File: config.mk
export PLATFORM = sky130hd
export DESIGN_NAME = ram_arbiter
export DESIGN_NICKNAME = d
export VERILOG_FILES = /design/src/rtl/ram_arbiter.sv
export SDC_FILE = /design/constraint.sdc
export NUM_CORES = 1
export LEC_CHECK = 0
export CAP_MARGIN = 10
export CORE_MARGIN = 5
export CORE_UTILIZATION = 55
export DETAILED_ROUTE_END_ITERATION = 10
export DONT_BUFFER_PORTS = 1
export GPL_TIMING_DRIVEN = 0
export PLACE_DENSITY = 0.8
export SLEW_MARGIN = 20
export SYNTH_ARGS = -nofsm -noshare
export SYNTH_HDL_FRONTEND = slang
export SYNTH_SLANG_ARGS = --single-unit
File: constraint.sdc
create_clock -name clk -period 2.95 [get_ports clk]
set_clock_uncertainty 0.05 [all_clocks]
set_input_delay 0.59 -clock clk [delete_from_list [all_inputs] [get_ports clk]]
set_output_delay 0.59 -clock clk [all_outputs]
set_load 0.005 [all_outputs]
File: src/rtl/ram_arbiter.sv
// Two-port arbiter and access sequencer for a single-port word-wide RAM.
// Partial-byte writes become read-modify-write sequences; one transaction in flight.
module ram_arbiter #(
    parameter int ADDR_WIDTH = 32,
    parameter bit RR_ENABLE  = 1'b1
) (
    input  logic                  clk,
    input  logic                  rst_n,

    input  logic                  req0_valid,
    output logic                  req0_ready,
    input  logic                  req0_write,
    input  logic [ADDR_WIDTH-1:0] req0_addr,
    input  logic [31:0]           req0_wdata,
    input  logic [3:0]            req0_wstrb,
    output logic                  resp0_valid,
    output logic [31:0]           resp0_rdata,

    input  logic                  req1_valid,
    output logic                  req1_ready,
    input  logic                  req1_write,
    input  logic [ADDR_WIDTH-1:0] req1_addr,
    input  logic [31:0]           req1_wdata,
    input  logic [3:0]            req1_wstrb,
    output logic                  resp1_valid,
    output logic [31:0]           resp1_rdata,

    output logic [ADDR_WIDTH-1:0] ram_address,
    output logic                  ram_mem_read,
    output logic                  ram_mem_write,
    output logic [31:0]           ram_data_in,
    input  logic [31:0]           ram_data_out
);

    typedef enum logic [2:0] {
        IDLE,
        RD_ISSUE,
        RD_CAPTURE,
        WR_ISSUE,
        RESP
    } state_t;

    localparam logic [ADDR_WIDTH-1:0] ALIGN_MASK = ~ADDR_WIDTH'(3);

    state_t                  state_reg;
    state_t                  state_next;
    logic                    last_grant_reg;
    logic                    port_reg;
    logic                    write_reg;
    logic [ADDR_WIDTH-1:0]   addr_reg;
    logic [31:0]             wdata_reg;
    logic [3:0]              wstrb_reg;
    logic [31:0]             data_in_reg;
    logic [31:0]             rdata_reg;

    logic                    grant0;
    logic                    grant1;
    logic                    accept;
    logic                    sel_port;
    logic                    sel_write;
    logic [ADDR_WIDTH-1:0]   sel_addr;
    logic [31:0]             sel_wdata;
    logic [3:0]              sel_wstrb;
    logic [31:0]             merged_word;

    // Port 0 wins when it is alone, when priority is fixed, or when port 1 had the last grant.
    assign grant0 = req0_valid && (!req1_valid || !RR_ENABLE || last_grant_reg);
    assign grant1 = req1_valid && !grant0;

    assign req0_ready = (state_reg == IDLE) && grant0;
    assign req1_ready = (state_reg == IDLE) && grant1;
    assign accept     = req0_ready || req1_ready;

    assign sel_port  = grant1;
    assign sel_write = grant1 ? req1_write : req0_write;
    assign sel_addr  = grant1 ? req1_addr  : req0_addr;
    assign sel_wdata = grant1 ? req1_wdata : req0_wdata;
    assign sel_wstrb = grant1 ? req1_wstrb : req0_wstrb;

    genvar gi;
    generate
        for (gi = 0; gi < 4; gi++) begin : g_merge
            assign merged_word[8*gi +: 8] = wstrb_reg[gi] ? wdata_reg[8*gi +: 8]
                                                          : ram_data_out[8*gi +: 8];
        end
    endgenerate

    always_comb begin
        state_next = state_reg;
        case (state_reg)
            IDLE: begin
                if (accept) begin
                    if (!sel_write)
                        state_next = RD_ISSUE;
                    else if (&sel_wstrb)
                        state_next = WR_ISSUE;
                    else if (sel_wstrb == 4'b0000)
                        state_next = RESP;
                    else
                        state_next = RD_ISSUE;
                end
            end
            RD_ISSUE:   state_next = RD_CAPTURE;
            RD_CAPTURE: state_next = write_reg ? WR_ISSUE : RESP;
            WR_ISSUE:   state_next = RESP;
            RESP:       state_next = IDLE;
            default:    state_next = IDLE;
        endcase
    end

    always_ff @(posedge clk or negedge rst_n) begin
        if (!rst_n) begin
            state_reg      <= IDLE;
            last_grant_reg <= 1'b1;
            port_reg       <= 1'b0;
            write_reg      <= 1'b0;
            addr_reg       <= '0;
            wdata_reg      <= '0;
            wstrb_reg      <= '0;
            data_in_reg    <= '0;
            rdata_reg      <= '0;
        end else begin
            state_reg <= state_next;
            if (accept) begin
                last_grant_reg <= sel_port;
                port_reg       <= sel_port;
                write_reg      <= sel_write;
                addr_reg       <= sel_addr & ALIGN_MASK;
                wdata_reg      <= sel_wdata;
                wstrb_reg      <= sel_wstrb;
                if (sel_write && (&sel_wstrb))
                    data_in_reg <= sel_wdata;
            end
            // Captured word is either the read result or the base of a partial write.
            if (state_reg == RD_CAPTURE) begin
                if (write_reg)
                    data_in_reg <= merged_word;
                else
                    rdata_reg <= ram_data_out;
            end
        end
    end

    assign ram_address   = addr_reg;
    assign ram_data_in   = data_in_reg;
    assign ram_mem_read  = (state_reg == RD_ISSUE);
    assign ram_mem_write = (state_reg == WR_ISSUE);

    assign resp0_valid = (state_reg == RESP) && !port_reg;
    assign resp1_valid = (state_reg == RESP) &&  port_reg;
    assign resp0_rdata = (resp0_valid && !write_reg) ? rdata_reg : 32'h0;
    assign resp1_rdata = (resp1_valid && !write_reg) ? rdata_reg : 32'h0;

endmodule

==> results.yml, run 1 <==
outcome:
  outcome: "finished with violations"
  violations: "negative hold slack"
power_and_ir_drop:
  p_leak_nw: 3.42
  p_per_area_nw_per_um2: 1060
  peakVddDrop_mv: 0.562
  finalPower_mw: 8.36
timing:
  period_share_pct: 92.2
  worstMarginPinSlew_ps: 948
  hold_viol: 136
  worst_hold_slack_ps: -187
  grt_setup_unrepaired: "false"
  min_period_ps: 2720
  setup_ws_ps: 229
  tns_ps: 0
  slew_headroom_pct: 36.3
  finalMaxSlewViolations: 0
  setup_viol: 0
  fmax_mhz: 367
layout:
  fin_cells: 873
  drive_gt1_share_pct: 8.86
  fin_nets: 861
  area_growth_pct: 12.0
  nFillCells: 1002
synth:
  synth_seq_cells: 136
  yosysSeqAreaShare_pct: 48.5
  muxShareOfSynthArea_pct: 19.2
  synth_fa_ha_area_share_pct: 0
  syn-cell-area_um2: 7020
  synth_top_family_by_area: "multiplexers"
  yosysUniqueCellTypes: 36
  yosys.area_share.simple_pct: 13.2
  synth-xor-area-share_pct: 0
  yosys_warnings: 0
  synth_compound_area_share_pct: 14.4
  syn_inst: 667
  syn_area_per_cell_um2: 10.5
critical_path:
  worstRegToRegCells: 8
  required_ps: 2310
  timing.rr.end: "wdata_reg[6]$_DFFE_PN0N_"
  max_stage_delay_ps: 560
  cp_max_fo: 10
  r2r_slack_ps: 470
  crit_path_end_kind: "output pin"
  cp-startpoint: "state_reg[1]$_DFFE_PN0P_"
  cp-endpoint: "resp1_rdata[8]"
  cpMaxStageDelayCell: "nor4_4"
  crit_chain: "buf_2, nor4_4, clkbuf_1, and2_1"
  start_kind: "register"
  path_class: "reg -> out"
  r2r_start: "state_reg[0]$_DFFE_PN0P_"
  arrival_ps: 2080
cts:
  cts_tree: "done"
  cts_max_path_buffers: 2
  clkSlewWorstSetupHoldPaths_ps: 60
  htree_num_levels: 4
  clock-sinks: 136
  numCtsBuffers: 17
  ctsRootBufferMaster: "clkbuf_16"
  clock_latency_ps: 420
  cts_setup_buffers: 0
route:
  wl_per_cell_um: 24.4
  num_vias: 5562
  ant_nets: 0
  drt_pass1_iterations: 7
  drt_wl_total_um: 21300
  post_drt_via_cell_ratio: 6.37
  drc_errors: 0
  drt-initial-drc-count: 536
die:
  die_area_um2: 15100
  core_area_um2: 12600
  initial_core_util_pct: 55.9
  io_pins: 308
  die_w_um: 123
  die_y_um: 123
  std_cell_rows: 41
placement:
  dp_slack_ps: 341
  dp.cells: 840
  gp_congestion: 0.835
  dp_hpwl_um: 15700
  io_buffers: 0
run:
  cap_violations: 0
global_route:
  gr-total-overflow: 0
  grt_pass1_wl_um: 31500
  first_global_vias: 5485
  antenna_found_initial: 1
  track_usage_pct: 27.7
  grt_max_degree: 137
min_path:
  min_path_type: "in -> async"
## where the power goes
group	switching, mW	internal, mW
clock	0.804	1.30
combinational	1.60	1.14
sequential	0.699	2.81
## layout by cell type, fill, tap and decap left out, types with 2 or more instances in the layout
cell          n
buf_4         2
nand2b_1      4
bufinv_16     2
clkinv_2      5
nor2_1       35
clkbuf_8      3
o21ai_1      67
dfrtp_1     135
o21a_1        2
and2_1       65
buf_6         7
a2111oi_0    32
inv_1         3
nand2_1      76
buf_1         8
a311o_1      32
clkinvlp_4    4
clkbuf_1     30
mux2i_1      99
nor3_1        3
mux2_1       32
conb_1        2
nor4_4        2
clkbuf_16    17
buf_2        16
## synthesized netlist by cell type
| cell type | number | area share, % |
|---|---|---|
| buf_2 | 16 | 1.1 |
| buf_6 | 7 | 1.1 |
| or3_1 | 1 | 0.089 |
| a2bb2oi_1 | 1 | 0.12 |
| o22ai_1 | 1 | 0.089 |
| buf_1 | 8 | 0.43 |
| nor3_1 | 3 | 0.21 |
| o21ai_1 | 67 | 4.8 |
| a2111oi_0 | 32 | 4.0 |
| dfstp_2 | 1 | 0.37 |
| dfrtp_1 | 135 | 48 |
| a311o_1 | 32 | 4.6 |
| mux2_1 | 32 | 5.1 |
| o21a_1 | 2 | 0.21 |
| nor3_2 | 1 | 0.14 |
| a21boi_1 | 1 | 0.11 |
| and3_1 | 1 | 0.089 |
| inv_1 | 3 | 0.16 |
| o21ai_0 | 1 | 0.071 |
| clkbuf_1 | 30 | 1.6 |
| nand2_1 | 76 | 4.1 |
| nand3_1 | 1 | 0.071 |
| a31oi_1 | 1 | 0.089 |
| nor4_1 | 2 | 0.18 |
| nand2b_1 | 4 | 0.36 |
| nand4b_1 | 1 | 0.12 |
| a21o_4 | 1 | 0.21 |
| o21bai_1 | 1 | 0.11 |
| a21oi_1 | 1 | 0.071 |
| mux2i_1 | 99 | 14 |
| nand4_1 | 1 | 0.089 |
| conb_1 | 1 | 0.053 |
| nor2_1 | 35 | 1.9 |
| nor2b_1 | 1 | 0.089 |
| buf_4 | 2 | 0.21 |
| and2_1 | 65 | 5.8 |
## what timing repair did
action,4_1_cts,5_1_grt
gates resized for setup,0,2
setup endpoints to repair,0,60
hold endpoints to repair,136,136
## how the worst min path moves through the flow
stage,cells past startpoint,from,end
finish,0,rst_n,ram_address[14]$_DFFE_PN0N_
global route,0,rst_n,ram_address[14]$_DFFE_PN0N_
CTS,0,rst_n,ram_address[14]$_DFFE_PN0N_
detailed placement,0,rst_n,ram_address[14]$_DFFE_PN0N_
global placement,0,rst_n,ram_address[14]$_DFFE_PN0N_
floorplan,0,rst_n,port_reg$_DFFE_PN0N_
## final cells by class
| cell class | count | area (µm²) | share of cell area, % |
|---|---|---|---|
| flip-flops and latches | 136 | 3400 | 43.3 |
| multi-input cells | 466 | 3330 | 42.3 |
| clock buffers | 20 | 467 | 5.93 |
| plain buffers | 63 | 317 | 4.02 |
| well taps | 172 | 215 | 2.74 |
| clock inverters | 12 | 124 | 1.57 |
| inverters | 3 | 11.3 | 0.143 |
| diodes | 1 | 2.50 | 0.0318 |
## per-layer routing
| layer | GRT usage (%) | wire (µm) |
|---|---|---|
| met1 | 33.4 | 7870 |
| met3 | 8.46 | 2130 |
| met4 | 9.07 | 438 |
| met5 | 0 | 0 |
| met2 | 47.5 | 10800 |
## cell families (layout without fill, tap and decap cells)
family,after synthesis,in the layout
AOI/OAI and AO/OA,141,141
buffers and inverters,66,98
DFF,136,136
muxes,131,131
other,1,3
and+or+nand+nor,192,192
## worst max-delay path: cells and delay by family (launching register included)
| family | cells | cell delay, ps |
|---|---|---|
| flops | 1 | 350 |
| buf+inv | 2 | 540 |
| simple gates | 2 | 780 |
## metrics by stage
stage	util [%]	area (µm²)
finish	62.6	7870
detailed placement	57.7	7260
floorplan	-	7030
global route	62.6	7870
CTS	62.4	7850
global placement	57.6	7240
Power figures use the tool's default switching activity.
==> inputs of run 2 (changes only) <==
--- a/config.mk
+++ b/config.mk
@@ -6,12 +6,12 @@
 export NUM_CORES = 1
 export LEC_CHECK = 0
 export CAP_MARGIN = 10
-export CORE_MARGIN = 5
-export CORE_UTILIZATION = 55
+export CORE_MARGIN = 3
+export CORE_UTILIZATION = 40
 export DETAILED_ROUTE_END_ITERATION = 10
 export DONT_BUFFER_PORTS = 1
 export GPL_TIMING_DRIVEN = 0
-export PLACE_DENSITY = 0.8
+export PLACE_DENSITY = 0.64
 export SLEW_MARGIN = 20
 export SYNTH_ARGS = -nofsm -noshare
 export SYNTH_HDL_FRONTEND = slang
==> constraint.sdc (replaced) <==
create_clock -name clk -period 3.1 [get_ports clk]
set_clock_uncertainty 0.05 [all_clocks]
set_input_delay 0.62 -clock clk [delete_from_list [all_inputs] [get_ports clk]]
set_output_delay 0.62 -clock clk [all_outputs]
set_load 0.005 [all_outputs]
==> results.yml, run 2 (same netlist as run 1, synthesis figures left out) <==
outcome:
  outcome: "finished with violations"
  violations: "negative hold slack"
timing:
  slew_headroom_pct: 28.4
  setup_viol: 0
  min_period_ps: 2930
  period_share_pct: 94.5
  worst_hold_slack_ps: -156
  worstMarginPinSlew_ps: 1070
  hold_viol: 135
  grt_setup_unrepaired: "false"
  setup_ws_ps: 171
  tns_ps: 0
  finalMaxSlewViolations: 0
  fmax_mhz: 341
die:
  std_cell_rows: 47
  io_pins: 308
  initial_core_util_pct: 41.6
  core_area_um2: 16900
  die_w_um: 139
  die_y_um: 139
  die_area_um2: 19200
route:
  wl_per_cell_um: 23.7
  drc_errors: 0
  drt-initial-drc-count: 387
  drt_pass1_iterations: 5
  drt_wl_total_um: 21800
  post_drt_via_cell_ratio: 5.95
  num_vias: 5475
  ant_nets: 0
layout:
  diodes: 0
  area_growth_pct: 13.1
  fin_util_pct: 47.1
  fin_nets: 861
  drive_gt1_share_pct: 8.86
  final_cell_mix: "135 x dfrtp_1, 99 x mux2i_1, 76 x nand2_1, 67 x o21ai_1, 65 x and2_1"
  final_common_cell: "dfrtp_1"
critical_path:
  arrival_ps: 2260
  cp-startpoint: "state_reg[1]$_DFFE_PN0P_"
  crit_path_end_kind: "output pin"
  r2r_start: "state_reg[0]$_DFFE_PN0P_"
  start_kind: "register"
  critPathTopFamily: "simple AND/OR/NAND/NOR gates"
  r2r_slack_ps: 340
  cp_max_fo: 10
  cpMaxStageDelayCell: "nor4_4"
  max_stage_delay_ps: 580
  crit_chain: "buf_2, nor4_4, clkbuf_1, and2_1"
  worstRegToRegCells: 8
  path_class: "reg -> out"
  crit_buf_inv: 2
  required_ps: 2430
  timing.rr.end: "wdata_reg[17]$_DFFE_PN0N_"
placement:
  dp_slack_ps: 93.3
  io_buffers: 0
  gp_congestion: 0.810
  dp_hpwl_um: 16400
global_route:
  track_usage_pct: 22.2
  first_global_vias: 5659
  grt_pass1_wl_um: 33200
  antenna_found_initial: 2
  gr-total-overflow: 0
  grt_max_degree: 137
cts:
  numCtsBuffers: 17
  ctsRootBufferMaster: "clkbuf_16"
  clock-sinks: 136
  clkSlewWorstSetupHoldPaths_ps: 60
  htree_num_levels: 4
  cts_setup_buffers: 0
  clock_latency_ps: 420
  cts_max_path_buffers: 2
  cts_tree: "done"
power_and_ir_drop:
  power.internal_mw: 5.02
  p_per_area_nw_per_um2: 1010
  swShare_pct: 37.5
  peakVddDrop_mv: 0.398
  comb_power_share_pct: 32.8
  p_switching_mw: 3.01
  p_seq_share_pct: 41.5
  clkPwrFrac_pct: 25.7
  p_leak_nw: 3.43
run:
  cap_violations: 0
min_path:
  min_path_type: "in -> async"
run 2: through the flow:
stage	std cells	total power, mW	hold WS (ps)	cell area [µm²]
3_5_place_dp	888	6.01	277	7320
2_1_floorplan	668	5.11	274	7030
6_report	920	8.03	-156	7940
5_1_grt	920	8.56	-180	7940
4_1_cts	920	8.10	-174	7940
3_3_place_gp	888	5.81	278	7300
run 2: area by class of cell:
class | count | area (µm²)
buffer | 63 | 317
clock buffer | 20 | 467
clock inverter | 12 | 141
fill | 1540 | 8940
inverter | 3 | 11.3
multi-input combinational | 466 | 3330
sequential | 136 | 3400
tap | 220 | 275
run 2: routing by layer:
metal	wire length (µm)	track usage, %	vias up
met4	538	7.59	2
met1	8650	27.5	2684
li1	-	-	2443
met2	10500	36.6	311
met5	20	0	-
met3	2130	7.67	35
run 2: what timing repair did:
item                                    4_1_cts  5_1_grt
endpoints found under the setup margin       20        0
hold endpoints to repair                    136      135
resized for setup                             2        0
run 2: how the worst max path moves through the flow:
| stage | to | slack, ps | cells past startpoint |
|---|---|---|---|
| CTS | resp1_rdata[2] | 170 | 4 |
| global placement | resp1_rdata[2] | 40 | 4 |
| finish | resp1_rdata[2] | 170 | 4 |
| floorplan | ram_data_in[22]$_DFF_PN0_ | 900 | 7 |
| detailed placement | wdata_reg[15]$_DFFE_PN0N_ | 90 | 6 |
| global route | resp1_rdata[2] | 20 | 4 |
run 2: power by group through the flow:
| stage | Sequential, mW | Combinational [mW] | Clock (mW) |
|---|---|---|---|
| after floorplan | 3.10 | 2.01 | 0 |
| final | 3.34 | 2.63 | 2.06 |
| after global routing | 3.45 | 2.93 | 2.18 |
| after detailed placement | 3.37 | 2.63 | 0 |
| after CTS | 3.35 | 2.65 | 2.10 |
| after global placement | 3.31 | 2.50 | 0 |
